File: config.mk
export PLATFORM = sky130hd
export DESIGN_NAME = sync_fifo_param
export DESIGN_NICKNAME = d
export VERILOG_FILES = /design/src/rtl/sync_fifo_param.sv
export SDC_FILE = /design/constraint.sdc
export NUM_CORES = 1
export LEC_CHECK = 0
export ABC_CLOCK_PERIOD_IN_PS = 7280
export BUFFER_PORTS_ARGS = -buffer_cell sky130_fd_sc_hd__buf_4
export CORE_ASPECT_RATIO = 0.9
export CORE_UTILIZATION = 57
export CTS_CLUSTER_DIAMETER = 40
export DETAILED_ROUTE_END_ITERATION = 6
export GPL_ROUTABILITY_DRIVEN = 0
export PLACE_DENSITY = 0.75
export SETUP_SLACK_MARGIN = 0.1
export SLEW_MARGIN = 15
export SYNTH_ARGS = -nofsm -noshare
export SYNTH_HDL_FRONTEND = slang
export SYNTH_SLANG_ARGS = --single-unit
File: constraint.sdc
create_clock -name clk -period 7.28 [get_ports clk]
set_input_delay 1.456 -clock clk [delete_from_list [all_inputs] [get_ports clk]]
set_output_delay 1.456 -clock clk [all_outputs]
set_load 0.005 [all_outputs]
File: src/rtl/sync_fifo_param.sv
// Single-clock FIFO with wrap-bit pointers, an occupancy counter, and almost-full/almost-empty flags.
// The read port is either registered (FWFT=0) or first-word-fall-through (FWFT=1).
module sync_fifo_param #(
    parameter int WIDTH          = 8,
    parameter int DEPTH          = 16,
    parameter int ADDR_PTR_WIDTH = 4,
    parameter int AF_THRESH      = 14,
    parameter int AE_THRESH      = 2,
    parameter int FWFT           = 0
) (
    input  logic                      clk,
    input  logic                      rst_n,
    input  logic                      clr,
    input  logic                      wr_en,
    input  logic [WIDTH-1:0]          w_data,
    input  logic                      rd_en,
    output logic [WIDTH-1:0]          r_data,
    output logic                      full,
    output logic                      empty,
    output logic                      almost_full,
    output logic                      almost_empty,
    output logic [ADDR_PTR_WIDTH:0]   count,
    output logic                      wr_err,
    output logic                      rd_err
);

    localparam int AW = ADDR_PTR_WIDTH;
    localparam logic [AW:0] PTR_ONE = {{AW{1'b0}}, 1'b1};
    localparam logic [AW:0] AF_LVL  = AF_THRESH[AW:0];
    localparam logic [AW:0] AE_LVL  = AE_THRESH[AW:0];

    logic [WIDTH-1:0] r_mem [DEPTH];
    logic [AW:0]      r_wr_ptr;
    logic [AW:0]      r_rd_ptr;
    logic [AW:0]      r_count;
    logic             r_wr_err;
    logic             r_rd_err;

    logic             w_full;
    logic             w_empty;
    logic             w_wr_acc;
    logic             w_rd_acc;

    // Handshake: wr_en/rd_en are requests; the FIFO is "ready" when not full / not empty.
    // A request is accepted at an edge only if ready then; a refused request pulses *_err next cycle.
    assign w_full   = (r_wr_ptr[AW] != r_rd_ptr[AW]) && (r_wr_ptr[AW-1:0] == r_rd_ptr[AW-1:0]);
    assign w_empty  = (r_wr_ptr == r_rd_ptr);
    assign w_wr_acc = wr_en && !w_full && !clr;
    assign w_rd_acc = rd_en && !w_empty && !clr;

    always_ff @(posedge clk or negedge rst_n) begin
        if (!rst_n) begin
            r_wr_ptr <= '0;
            r_rd_ptr <= '0;
            r_count  <= '0;
            r_wr_err <= 1'b0;
            r_rd_err <= 1'b0;
        end else if (clr) begin
            r_wr_ptr <= '0;
            r_rd_ptr <= '0;
            r_count  <= '0;
            r_wr_err <= 1'b0;
            r_rd_err <= 1'b0;
        end else begin
            r_wr_err <= wr_en && w_full;
            r_rd_err <= rd_en && w_empty;
            if (w_wr_acc) r_wr_ptr <= r_wr_ptr + PTR_ONE;
            if (w_rd_acc) r_rd_ptr <= r_rd_ptr + PTR_ONE;
            case ({w_wr_acc, w_rd_acc})
                2'b10:   r_count <= r_count + PTR_ONE;
                2'b01:   r_count <= r_count - PTR_ONE;
                default: r_count <= r_count;
            endcase
        end
    end

    // Storage is deliberately left out of reset and flush.
    always_ff @(posedge clk) begin
        if (w_wr_acc) r_mem[r_wr_ptr[AW-1:0]] <= w_data;
    end

    generate
        if (FWFT != 0) begin : g_fwft
            assign r_data = w_empty ? '0 : r_mem[r_rd_ptr[AW-1:0]];
        end else begin : g_reg_read
            logic [WIDTH-1:0] r_rdata;
            always_ff @(posedge clk or negedge rst_n) begin
                if (!rst_n)        r_rdata <= '0;
                else if (w_rd_acc) r_rdata <= r_mem[r_rd_ptr[AW-1:0]];
            end
            assign r_data = r_rdata;
        end
    endgenerate

    assign full         = w_full;
    assign empty        = w_empty;
    assign count        = r_count;
    assign almost_full  = (r_count >= AF_LVL);
    assign almost_empty = (r_count <= AE_LVL);
    assign wr_err       = r_wr_err;
    assign rd_err       = r_rd_err;

endmodule

Word level (Yosys, flattened, before mapping)
Memories as Yosys holds them, arrays and structs flattened. A register that Yosys moved wholly into a read port is not among the register bits.
Index checks and enable logic that the tools add are counted.
{"block": "totals", "mem_count": 1, "latchBits": 0, "romBits": 0, "register_bits": 17, "in_bits": 13, "ram_bits": 128}
{"name": "r_mem", "depth": 16, "width": 8, "rd": 1, "rd_ports_with_merged_regs": 1, "wr": 1, "line_no": "32", "source": "logic [WIDTH-1:0] r_mem [DEPTH];"}
{"block": "op_classes", "n_reduce_logical": 14, "addsub": 4, "eq_ne": 5, "n_shift": 0, "div_mod_pow": 0, "order_cmp": 2, "muxes": 10, "bitwise_logic": 0, "n_mul": 0}
{"operator": "2-to-1 mux 5 bit", "n": 5}
{"operator": "adder 5 x 1 -> 5 bit (second input constant)", "n": 3}
{"operator": "case mux 5 bit (2 select lines)", "n": 1}
{"operator": "logical AND 1 bit", "n": 7}
{"operator": "equality test 5 bit", "n": 1}
{"operator": ">= comparator 5 x 4 -> 1 bit (second input constant)", "n": 1}
{"operator": "<= comparator 5 x 2 -> 1 bit (second input constant)", "n": 1}
{"operator": "subtractor 5 x 1 -> 5 bit (second input constant)", "n": 1}
{"operator": "equality test 4 bit", "n": 1}
{"operator": "zero test 1 bit", "n": 4}
{"operator": "2-to-1 mux 1 bit", "n": 4}
{"operator": "nonzero test 2 bit", "n": 2}
{"operator": "nonzero test 3 bit", "n": 1}
{"operator": "equality test 2 x 1 -> 1 bit (second input constant)", "n": 1}
{"operator": "equality test 2 bit (second input constant)", "n": 1}
{"operator": "inequality test 1 bit", "n": 1}

Depth between registers and ports, before layout
Gate-level depths: netlist of run 1.
{"block": "depth", "word_depth": 8, "depth_mapped": 12, "depth_no_buf": 11}

Worst setup path after synthesis of run 1
OpenSTA, ideal clock, no wires.
{"block": "synth_path", "kind": "input -> register", "startpoint": "input port rd_en", "endpoint": "register r_count[4], in the netlist count[4]", "required_ps": 7155, "path_buffers": 1, "arrival_ps": 3446, "stages": 10, "slack_ps": 3709, "path_cell_list": "clkbuf_1 nand2b_1 nor2_2 and2_1 ha_1 nor2b_1 o21ai_0 nand2b_1 a32oi_1 mux2_2"}
{"block": "synth_via", "elab_chain_cells": 5, "word_cells_on_any_way": 7}
{"item": "start: declaration", "line_no": "16", "source": "input logic rd_en,"}
{"item": "logical AND 1 bit (*) (2 in a row)", "line_no": "49", "source": "assign w_rd_acc = rd_en && !w_empty && !clr;"}
{"item": "equality test 2 x 1 -> 1 bit or equality test 2 bit (tied branches)", "line_no": "69", "source": "case ({w_wr_acc, w_rd_acc})"}
{"item": "case mux 5 bit (2 select lines)", "line_no": "69"}
{"item": "2-to-1 mux 5 bit", "line_no": "58", "source": "end else if (clr) begin"}
{"item": "end signal: assignment", "line_no": "70", "source": "2'b10: r_count <= r_count + PTR_ONE;"}
{"item": "end signal: assignment", "line_no": "71", "source": "2'b01: r_count <= r_count - PTR_ONE;"}
{"item": "end signal: assignment", "line_no": "72", "source": "default: r_count <= r_count;"}
{"item": "end: declaration", "line_no": "35", "source": "logic [AW:0] r_count;"}
Every way passes the cells marked *; elsewhere a longest branch is shown, timed or not.
A chain may end at the register's enable or synchronous reset.

Worst setup path after layout of run 1
{"block": "layout_path", "startpoint": "register r_rd_ptr[0]", "endpoint": "output port full"}
{"block": "layout_via", "elab_chain_cells": 2}
{"item": "start: declaration", "line_no": "34", "source": "logic [AW:0] r_rd_ptr;"}
{"item": "start signal: assignment", "line_no": "68", "source": "if (w_rd_acc) r_rd_ptr <= r_rd_ptr + PTR_ONE;"}
{"item": "equality test 4 bit", "line_no": "46", "source": "assign w_full = (r_wr_ptr[AW] != r_rd_ptr[AW]) && (r_wr_ptr[AW-1:0] == r_rd_ptr[AW-1:0]);"}
{"item": "logical AND 1 bit", "line_no": "46"}
{"item": "end: declaration", "line_no": "18", "source": "output logic full,"}
No other way between the ends.

==> qor.yml, run 1 <==
status:
  run_status: "finished, final reports clean"
global_route:
  pin_count_of_the_biggest_net_entering_global_routing: 37
  grt_pass1_vias: 3368
  grt_first_pass_wirelength_um: 19600
  globalRoute.totalOverflow: 0
  gr-usage-met3_pct: 6.88
  globalRouteMet2Util_pct: 36.8
  busiest_layer: "met2"
  grt_antenna_before_repair: 0
  gr-usage-met1_pct: 34.5
  grt_usage_pct: 24.5
floorplanning:
  initial_core_util_pct: 58.5
  num_rows: 36
  core-area_um2: 10900
  io-pin-count: 32
  floorplan.die.width_um: 113
  die_y_um: 102
  dieArea_um2: 11600
sta:
  max_freq_mhz: 245
  grt_setup_unrepaired: "false"
  timing.final.crit_period_ns: 4.09
  final-hold-violation-count: 0
  period_share_pct: 56.1
  final_setup_violations: 0
  maxSlewViolCount: 0
  final.setup.tns_ns: 0
  worst_slew_margin_rel_pct: 43.3
  timing.clock.skew_ns: 0.00729
  worst_pin_slew_ns: 0.848
synthesis:
  synth_most_common_cell: "edfxtp_1"
  synth_largest_type_area_fraction_pct: 60.5
  mappedNetlistArea_um2: 6350
  synth-warning-count: 0
  yosys.area.top_type: "edfxtp_1"
  synth.top_cells.by_count: "128 x edfxtp_1, 32 x mux4_2, 25 x dfrtp_1"
  ys_ff_latch: 153
  ys_dominant_reg_cell: "edfxtp_1"
  synth_nets: 377
  ys_top_cells_by_area: "edfxtp_1 61%, mux4_2 11%, dfrtp_1 9.9%, a22oi_1 1.9%, mux2_2 1.6%"
  ys_async_sr_fraction_pct: 16.3
  proportion_of_synthesized_chip_area_in_sequential_cells_pct: 70.4
  synth_cells: 355
  synthDistinctLibCells: 41
  synth-edff-count: 128
  syn-mean-instance-area_um2: 17.9
clock_network:
  worstSkewPairLatency_ns: 0.42
  post-cts-setup-buffers: 0
  holdBufCountCts: 0
  clock_sink_count: 153
  htreeDepth: 4
  tritoncts.num_buffers: 17
  cts_repair_resize_count: 0
  clkSlewWorstSetupHoldPaths_ns: 0.06
  tritoncts_clock_tree: "done"
  clock_path_buffers: 2
  ctsRootBufferMaster: "clkbuf_16"
route:
  vias_per_cell: 5.96
  finalWirelength_um: 12700
  detail_route.drc_violations: 0
  drt-pass1-iter-count: 5
  wl_per_cell_um: 22.7
  via_total_after_detailed_routing: 3324
  antenna_violating_nets_post_route: 0
  detail_route.iter0.violations: 222
power_and_ir_drop:
  worst_ir_drop_vdd_uv: 224
  p_per_area_nw_per_um2: 305
  static-leakage-power_nw: 2.55
  post-layout-total-power_mw: 2.23
layout:
  diodes: 0
  fin_util_pct: 67.4
  layout-area-overhead-vs-synth_pct: 15.2
  layout-drive-gt1-share_pct: 28.1
  num-nets-final: 415
worst_setup_path:
  critical_path.startpoint: "r_rd_ptr[0]"
  r2r_setup_slk_ns: 3.58
  worstReg2RegEnd: "count[4]"
  cp.arrival_ns: 2.63
  critPathCaptureType: "output pin"
  cp-endpoint: "full"
  required_ns: 5.82
  start_kind: "flop"
  timing_worst_setup_path_type: "flop to output pin"
  worst_r2r_startpoint: "r_rd_ptr[0]"
  reg2reg_depth: 12
  crit_path_max_fanout: 36
job:
  max_cap_violations: 0
placement:
  place_hpwl_um: 7990
  io_buffers: 31
worst_hold_path:
  worst_hold_class: "flop to flop"
[cells in the final DEF, fill, tap and decap left out, types with 5 or more instances in the layout]
cell type,netlist,routed
nand2b_1,7,7
nor4_1,5,5
nand2_1,12,12
buf_4,0,37
edfxtp_1,128,128
dfrtp_1,25,24
o21ai_0,5,5
nor2_1,19,19
mux4_2,32,32
a22oi_1,16,16
xnor2_1,6,6
clkbuf_16,0,17
and2_1,11,11
mux2_2,9,9
xor2_1,8,8
inv_1,8,8
mux2i_1,8,8
ha_1,8,8
[power breakdown]
| part | internal [mW] | switching, mW | total, mW | leakage (nW) |
|---|---|---|---|---|
| logic | 0.185 | 0.171 | 0.356 | 0.797 |
| registers | 0.991 | 0.0353 | 1.03 | 1.48 |
| clock network | 0.504 | 0.346 | 0.850 | 0.271 |
| total | 1.68 | 0.552 | 2.23 | 2.55 |
[cell families (layout without fill, tap and decap cells)]
family                   Yosys count  in the layout  share of synthesized area [%]
flip-flops                       153            153                           70.4
AND/OR/NAND/NOR                   71             71                           5.97
multiplexers                      49             49                           14.2
AO/OA/AOI/OAI                     32             32                           3.57
buffers and inverters             26             77                           1.79
XOR/XNOR                          15             15                           2.19
adder cells (fa/ha/maj)            9              9                           1.89
[layer usage]
layer / part of all wire (%) / wire length, µm
met1: 44 / 5550
met2: 48 / 6050
met3: 6.6 / 834
met4: 1.8 / 232
met5: 0 / 0
[area by class of cell]
class	instances	area, µm²
multi-input combinational	176	1770
tap	152	190
sequential	153	4470
clock buffer	17	425
clock inverter	15	151
timing repair buffer	37	278
inverter	8	30.0
fill	676	3540
[how the worst min path moves through the flow]
stage                    from   endpoint  slack, ns  cells after the start
CTS                 r_data[7]  r_data[7]       0.55                      1
floorplan           r_data[0]  r_data[0]       0.51                      1
global placement    r_data[7]  r_data[7]       0.53                      1
finish              r_data[7]  r_data[7]       0.54                      1
global route        r_data[2]  r_data[2]       0.56                      1
detailed placement  r_data[7]  r_data[7]       0.54                      1
[flip-flops by register name, indices dropped and copies added, names as in the netlist]
register  cells
r_wr_ptr      5
r_data        8
r_mem       128
count         5
wr_err        1
rd_err        1
r_rd_ptr      5
[through the flow]
| step | hold slack, ns | cell area, µm² | cells | worst slack [ns] |
|---|---|---|---|---|
| finish | 0.539 | 7310 | 558 | 3.19 |
| global route | 0.559 | 7310 | 558 | 2.94 |
| CTS | 0.550 | 7310 | 558 | 3.18 |
| detailed placement | 0.536 | 6740 | 526 | 3.41 |
| global placement | 0.531 | 6740 | 526 | 3.48 |
| floorplan | 0.505 | 6350 | 355 | 3.71 |
[worst max-delay path, stage by stage (launching register included)]
cell     delay, ns
dfrtp_2       0.34
buf_4         0.54
xnor2_1       0.22
nand4_2       0.38
nor2_1        0.51
buf_4         0.20
Note: power is estimated with default switching activity, not from simulation.
==> inputs of run 2 (changes only) <==
ABC_CLOCK_PERIOD_IN_PS = 4100   (was 7280)
clock period = 4.1 ns   (was 7.28 ns; I/O delays follow)
==> qor.yml, run 2 (same netlist as run 1, synthesis figures left out) <==
status:
  run_status: "finished, final reports clean"
worst_setup_path:
  critPathCaptureType: "flop"
  crit_path_max_fanout: 16
  cp.arrival_ns: 3.53
  timing_worst_setup_path_type: "flop to flop"
  critical_path.startpoint: "r_rd_ptr[2]"
  r2r_setup_slk_ns: 0.87
  worst_r2r_startpoint: "r_rd_ptr[2]"
  required_ns: 4.39
  start_kind: "flop"
floorplanning:
  num_rows: 36
  core-area_um2: 10900
  floorplan.die.width_um: 113
  dieArea_um2: 11600
  die_y_um: 102
  initial_core_util_pct: 58.5
  io-pin-count: 32
sta:
  timing.clock.skew_ns: 0.0135
  final.setup.tns_ns: 0
  final_setup_violations: 0
  period_share_pct: 78.9
  max_freq_mhz: 309
  worst_slew_margin_rel_pct: 44.2
  timing.final.crit_period_ns: 3.23
  worst_pin_slew_ns: 0.834
  grt_setup_unrepaired: "false"
  final-hold-violation-count: 0
  maxSlewViolCount: 0
clock_network:
  holdBufCountCts: 0
  clock_path_buffers: 2
  tritoncts_clock_tree: "done"
  ctsRootBufferMaster: "clkbuf_16"
  clkSlewWorstSetupHoldPaths_ns: 0.06
  cts_repair_resize_count: 0
  worstSkewPairLatency_ns: 0.41
  post-cts-setup-buffers: 0
  htreeDepth: 4
  clock_sink_count: 153
  tritoncts.num_buffers: 17
placement:
  place_hpwl_um: 7750
  io_buffers: 31
job:
  max_cap_violations: 0
global_route:
  grt_antenna_before_repair: 0
  pin_count_of_the_biggest_net_entering_global_routing: 36
  grt_usage_pct: 23.4
  grt_pass1_vias: 3250
  grt_first_pass_wirelength_um: 18800
  globalRoute.totalOverflow: 0
power_and_ir_drop:
  worst_ir_drop_vdd_uv: 485
  p_per_area_nw_per_um2: 550
  static-leakage-power_nw: 2.59
route:
  route.met2.wl_um: 6020
  detail_route.iter0.violations: 328
  antenna_violating_nets_post_route: 0
  m1WireLength_um: 5480
  wl_per_cell_um: 22.1
  detail_route.drc_violations: 0
  routed.top_layer: "met4"
  via_total_after_detailed_routing: 3341
  vias_per_cell: 5.94
  drt-pass1-iter-count: 4
  met3_wirelength_um: 758
  finalWirelength_um: 12400
layout:
  final_common_cell: "edfxtp_1"
  diodes: 0
  fin_util_pct: 68.0
  layout-drive-gt1-share_pct: 28.5
  mostFrequentLayoutCells: "128 x edfxtp_1, 41 x buf_4, 32 x mux4_2"
  final-seq-area_um2: 4470
  layout-area-overhead-vs-synth_pct: 16.3
  fillCellCount: 710
  max_reg_flops: 128
  multi_input_comb_area_um2: 1770
  num-nets-final: 419
worst_hold_path:
  worst_hold_class: "input port to asynchronous set/reset pin"
run 2: changes by cell type in the layout (fill, tap and decap cells not counted):
cell / change
buf_4: +4
bufinv_16: +2
clkbuf_1: +2
clkbuf_8: +1
clkinv_1: -1
clkinv_4: +1
clkinvlp_4: -2
inv_6: -3
run 2: final timing paths:
path / endpoint / cells past startpoint
min in group clk: r_data[3] / 1
worst min-delay path: count[3] / 1
max in group asynchronous: r_rd_ptr[0] / 1
worst max register to register: count[4] / 11
worst min register to register: r_data[3] / 1
worst max-delay path: count[4] / 11
run 2: critical path: stages, from the launching register on:
cell	delay, ns
dfrtp_1	0.46
xnor2_1	0.23
nand4_2	0.37
nor2_1	0.35
nor2_2	0.17
and2_1	0.21
ha_1	0.32
nor2b_1	0.14
o21ai_0	0.21
nand2b_1	0.08
a32oi_1	0.21
mux2_2	0.36
run 2: per-stage QoR:
| stage | power (mW) | worst slack [ns] | cells | cell area, µm² | hold slack (ns) |
|---|---|---|---|---|---|
| 2_1_floorplan | 2.24 | 1.17 | 355 | 6350 | 0.505 |
| 3_3_place_gp | 2.46 | 0.932 | 530 | 6770 | 0.523 |
| 3_5_place_dp | 2.47 | 0.887 | 530 | 6770 | 0.523 |
| 4_1_cts | 4.10 | 0.902 | 562 | 7390 | 0.304 |
| 5_1_grt | 4.22 | 0.619 | 562 | 7390 | 0.310 |
| 6_report | 4.06 | 0.866 | 562 | 7390 | 0.309 |
run 2: report_power, final:
part           total [mW]  internal, mW  switching, mW
clock                1.63          1.03          0.593
combinational       0.617         0.326          0.290
sequential           1.82          1.76         0.0585
total                4.06          3.12          0.942
run 2: layer usage:
metal  global-route usage [%]  vias up
li1                         -     1476
met1                     33.1     1721
met2                     35.6      125
met3                     6.76       19
met4                     8.20        0
met5                        0        -
run 2: final cells by class:
type,instances,share of cell area [%]
clock inverter,12,2.37
sequential,153,60.5
tap,152,2.57
multi-input combinational,176,23.9
clock buffer,20,6.05
inverter,8,0.407
timing repair buffer,41,4.17
